--- src/rtl/reg_file_cc_if.sv ---
// reg_file_cc_if: read, write-back and branch-condition signals of the register file
interface reg_file_cc_if #(parameter int WIDTH = 16, parameter int AW = 3);
  logic [AW-1:0]    sr1;
  logic [AW-1:0]    sr2;
  logic [WIDTH-1:0] ra;
  logic [WIDTH-1:0] rb;
  logic             wb_valid;
  logic [AW-1:0]    wb_dr;
  logic [WIDTH-1:0] wb_data;
  logic             wb_ld_cc;
  logic [2:0]       br_mask;
  logic             br_taken;
  logic [2:0]       nzp;
  logic             wb_busy;
  modport slave (
    input  sr1, sr2, wb_valid, wb_dr, wb_data, wb_ld_cc, br_mask,
    output ra, rb, br_taken, nzp, wb_busy
  );
  modport master (
    output sr1, sr2, wb_valid, wb_dr, wb_data, wb_ld_cc, br_mask,
    input  ra, rb, br_taken, nzp, wb_busy
  );
endinterface

--- src/rtl/reg_file_cc.sv ---
// reg_file_cc: 8x16 register file with one-deep forwarded write-back stage and NZP branch evaluation
module reg_file_cc #(
  parameter int WIDTH = 16,
  parameter int AW    = 3
) (
  input logic          clk,
  input logic          rst_n,
  reg_file_cc_if.slave bus
);
  logic [WIDTH-1:0] regs [2**AW];
  logic             p_valid;
  logic [AW-1:0]    p_dr;
  logic [WIDTH-1:0] p_data;
  logic             p_cc;
  logic [2:0]       nzp_q;
  function automatic logic [2:0] cc(input logic [WIDTH-1:0] x);
    return x[WIDTH-1] ? 3'b100 : (x == '0) ? 3'b010 : 3'b001;
  endfunction
  always_ff @(posedge clk) begin
    if (!rst_n) begin
      for (int i = 0; i < 2**AW; i++) regs[i] <= '0;
      p_valid <= 1'b0;
      nzp_q   <= 3'b010;
    end else begin
      if (p_valid) begin
        regs[p_dr] <= p_data;
        if (p_cc) nzp_q <= cc(p_data);
      end
      p_valid <= bus.wb_valid;
      if (bus.wb_valid) begin
        p_dr   <= bus.wb_dr;
        p_data <= bus.wb_data;
        p_cc   <= bus.wb_ld_cc;
      end
    end
  end
  // pending entry shadows the array so a result is readable the cycle after it is presented
  always_comb begin
    bus.ra       = (p_valid && p_dr == bus.sr1) ? p_data : regs[bus.sr1];
    bus.rb       = (p_valid && p_dr == bus.sr2) ? p_data : regs[bus.sr2];
    bus.nzp      = nzp_q;
    bus.br_taken = |(bus.br_mask & nzp_q);
    bus.wb_busy  = p_valid;
  end
endmodule

--- src/flat_wrapper.sv ---
// flat-port wrapper written by rule: the top's interface ports become plain ports
module reg_file_cc_flat 
#(
  parameter int WIDTH = 16,
  parameter int AW    = 3
)
  (clk, rst_n, bus_sr1, bus_sr2, bus_wb_valid, bus_wb_dr, bus_wb_data, bus_wb_ld_cc, bus_br_mask, bus_ra, bus_rb, bus_br_taken, bus_nzp, bus_wb_busy);
  reg_file_cc_if #(.WIDTH(WIDTH), .AW(AW)) bus_i ();
  input logic clk;
  input logic rst_n;
  input wire logic [$bits(bus_i.sr1)-1:0] bus_sr1;
  input wire logic [$bits(bus_i.sr2)-1:0] bus_sr2;
  input wire logic [$bits(bus_i.wb_valid)-1:0] bus_wb_valid;
  input wire logic [$bits(bus_i.wb_dr)-1:0] bus_wb_dr;
  input wire logic [$bits(bus_i.wb_data)-1:0] bus_wb_data;
  input wire logic [$bits(bus_i.wb_ld_cc)-1:0] bus_wb_ld_cc;
  input wire logic [$bits(bus_i.br_mask)-1:0] bus_br_mask;
  output wire logic [$bits(bus_i.ra)-1:0] bus_ra;
  output wire logic [$bits(bus_i.rb)-1:0] bus_rb;
  output wire logic [$bits(bus_i.br_taken)-1:0] bus_br_taken;
  output wire logic [$bits(bus_i.nzp)-1:0] bus_nzp;
  output wire logic [$bits(bus_i.wb_busy)-1:0] bus_wb_busy;
  assign bus_i.sr1 = bus_sr1;
  assign bus_i.sr2 = bus_sr2;
  assign bus_i.wb_valid = bus_wb_valid;
  assign bus_i.wb_dr = bus_wb_dr;
  assign bus_i.wb_data = bus_wb_data;
  assign bus_i.wb_ld_cc = bus_wb_ld_cc;
  assign bus_i.br_mask = bus_br_mask;
  assign bus_ra = bus_i.ra;
  assign bus_rb = bus_i.rb;
  assign bus_br_taken = bus_i.br_taken;
  assign bus_nzp = bus_i.nzp;
  assign bus_wb_busy = bus_i.wb_busy;
  reg_file_cc #(.WIDTH(WIDTH), .AW(AW)) u_core (.clk(clk), .rst_n(rst_n), .bus(bus_i));
endmodule
--- config.mk ---
export PLATFORM = sky130hd
export DESIGN_NAME = reg_file_cc_flat
export DESIGN_NICKNAME = d
export VERILOG_FILES = /design/src/rtl/reg_file_cc_if.sv /design/src/rtl/reg_file_cc.sv /design/src/flat_wrapper.sv
export SDC_FILE = /design/constraint.sdc
export NUM_CORES = 1
export LEC_CHECK = 0
export BUFFER_PORTS_ARGS = -buffer_cell sky130_fd_sc_hd__buf_2
export CAP_MARGIN = 20
export CORE_ASPECT_RATIO = 0.7
export CORE_MARGIN = 1.5
export CORE_UTILIZATION = 58
export DETAILED_ROUTE_END_ITERATION = 12
export GPL_TIMING_DRIVEN = 0
export PLACE_DENSITY = 0.88
export SYNTH_ARGS = -nofsm -noshare
export SYNTH_HDL_FRONTEND = slang
export SYNTH_SLANG_ARGS = --single-unit
export TNS_END_PERCENT = 30
--- constraint.sdc ---
create_clock -name clk -period 6.45 [get_ports clk]
set_input_delay 0.3225 -clock clk [delete_from_list [all_inputs] [get_ports clk]]
set_output_delay 0.3225 -clock clk [all_outputs]
set_load 0.02 [all_outputs]
==> run metrics <==
most frequent CP cell buf_2; Tightest Pin Transition 1151 ps; Starting Density 60.55%; Synthesis Warnings 0; count leader, synth edfxtp_1; Root Driver clkbuf_16; Fin Clk Skew 8.029 ps; initial antenna violation count 0; Via density 6.560; Seq/Total Area, Yosys between 50% and 60%; FF-to-FF Start u_core.bus.wb_busy$_SDFF_PN0_; largest net degree at the start of global routing 21; Final Cell Area 0.009402 sq mm; P per Cell Area 265.5 mW/mm^2; Max Clk Rate 368.3 MHz; 1st-iter DRT viols 678; Final Cycle Share 42.10%; reg2reg path depth 3; final core utilization 70.16%; gpl congestion roughly 0.95; Top FF cell, synth edfxtp_1; Worst Setup SP u_core.p_dr[1]$_DFFE_PP_; synth unique cells 31; H-tree levels 4; Placed Cells 793; Startpoint Class flop; RSZ-0062 raised after global routing false; worst-skew pair later-pin latency 440 ps; Post-Route WL 21.61 mm; via count 5412; max cap viols 0; HPWL Detailed 14.53 mm; highest cell delay on the worst timing path 610 ps; hold buffers post-CTS 0; post-synth net total 572; Pre-antenna DRT Iters 6; crit end category output pin; WP buf/inv 3; setup TNS 0 ps; Critical Path Stages 6; crit path to bus_ra[13]; Critical Path AT 2390 ps; post-synth top area cell edfxtp_1; Crit path required time 6130 ps; CTS tree yes; CP max stage cell clkbuf_1; Clock Tree Buf Depth 2; Die Wd about 140 um; wire length of the first global-routing pass 31.62 mm; DP Area 0.008765 sq mm; P_leak between 3 and 4 nW; Setup Buffers After CTS 0; GRT Total Usage 31.14%; Core ar. 0.01340 sq mm; Worst Setup Path Type reg2out; endpoints failing setup 0; port bufs 62; Resize count post-CTS 0; HP Class in2reg; Top delay family on crit path buffers and inverters; Area contributors post-synth edfxtp_1 (55%), mux4_1 (13%), and2_1 (10%), mux4_2 (6.4%), mux2i_1 (3.9%); die area 0.01472 sq mm; Final Hold Vio Count 0; reg2reg setup slack ~3800 ps; antenna-violating nets left 0; Die H 102.0 um; DR WL/cell about 26 um; cell count after synthesis 540; Filler cells 875; worst ir drop on vdd 0.0002956 V; commonest cells in the netlist edfxtp_1 (148), and2_1 (130), mux4_1 (41); nets@finish 659; Syn Area/Cell 15.03 sq um; vias in the first global route 5272; Crit Path Max Fanout 10; top-area cell type share of the netlist area 54.77%; row count 35; Hold WS 57.99 ps; CP Cell Sequence buf_2 -> xnor2_1 -> nand4_1 -> clkbuf_1 -> a21oi_1 -> buf_2; share of layout cells above drive strength 1 25.00%; share of synthesized registers carrying an async set or reset 0%; hold depth 1; status finished clean; EDFF count, synth 148; cell area after synthesis 0.008114 sq mm; Min Clock Period, post-route 2715 ps; Final Max Slew Viols 0; grt ovf 0; # IOs 69; Num CTS Buffers 17; Sink Count approximately 150; clock-pin slew on the worst setup and hold paths roughly 60 ps; antenna cells 0; #FFs+latches synth 152; Layout area overhead 15.87%; final instance count without filler cells 825; DRC 0; reg2reg end u_core.regs[4][7]$_SDFFCE_PN0P_; Slew HR 23.28%
==> per-layer routing <==
metal,global-route usage (%),vias to the layer above,wire length (um)
met3,8.294,59,2542
li1,-,2258,-
met5,0,-,0
met2,49.32,436,10220
met4,11.19,0,528
met1,42.46,2659,8323
==> layout by cell type (no fill, tap or decap), drive strengths merged, types with 5 or more instances in the layout <==
| cell type | instances |
|---|---|
| mux4 | 64 |
| and2 | 130 |
| nor2 | 39 |
| a21oi | 32 |
| clkinv | 5 |
| o21ai | 6 |
| buf | 93 |
| xnor2 | 6 |
| edfxtp | 148 |
| clkbuf | 47 |
| mux2i | 32 |
==> sequential cells by signal, indices dropped and copies added, names as in the netlist <==
name / cells
u_core.p_dr: 3
u_core.p_cc: 1
u_core.bus.nzp: 3
u_core.bus.wb_busy: 1
u_core.p_data: 16
u_core.regs: 128
==> final cells by class <==
type,count,area [sq um],area share (%)
sequential,152,4524,48.12
timing repair buffer,68,396.6,4.219
clock inverter,13,193.9,2.063
clock buffer,19,442.9,4.711
buffer,53,290.3,3.088
inverter,1,3.754,0.03993
multi-input combinational,334,3318,35.29
tap,185,231.5,2.462
==> how the worst min path moves through the flow <==
stage | startpoint | slack, ps | endpoint
2_1_floorplan | bus_wb_ld_cc | 420 | u_core.p_cc$_DFFE_PP_
3_3_place_gp | u_core.bus.nzp[2]$_SDFFE_PN0P_ | 480 | u_core.bus.nzp[2]$_SDFFE_PN0P_
3_5_place_dp | u_core.bus.nzp[2]$_SDFFE_PN0P_ | 490 | u_core.bus.nzp[2]$_SDFFE_PN0P_
4_1_cts | bus_wb_data[9] | 60 | u_core.p_data[9]$_DFFE_PP_
5_1_grt | bus_wb_data[14] | 50 | u_core.p_data[14]$_DFFE_PP_
6_report | bus_wb_data[9] | 60 | u_core.p_data[9]$_DFFE_PP_
==> power breakdown <==
group          internal, mW  switching, mW
sequential             1.12         0.0209
combinational         0.110          0.170
clock                 0.663          0.412
total                  1.89          0.604
==> cells by family after synthesis <==
group	after synthesis	synth area share, %
AND/OR/NAND/NOR	190	13.62
flip-flops	152	55.76
multiplexers	96	23.61
buffers and inverters	54	3.624
AO/OA/AOI/OAI	42	2.745
XOR/XNOR	6	0.6476
==> stage by stage <==
stage	setup slack [ps]	power, mW
2_1_floorplan	4049	1.330
6_report	3735	2.496
3_5_place_dp	3901	1.433
4_1_cts	3803	2.483
5_1_grt	3672	2.548
3_3_place_gp	3047	1.415
Power figures use the tool's default switching activity.
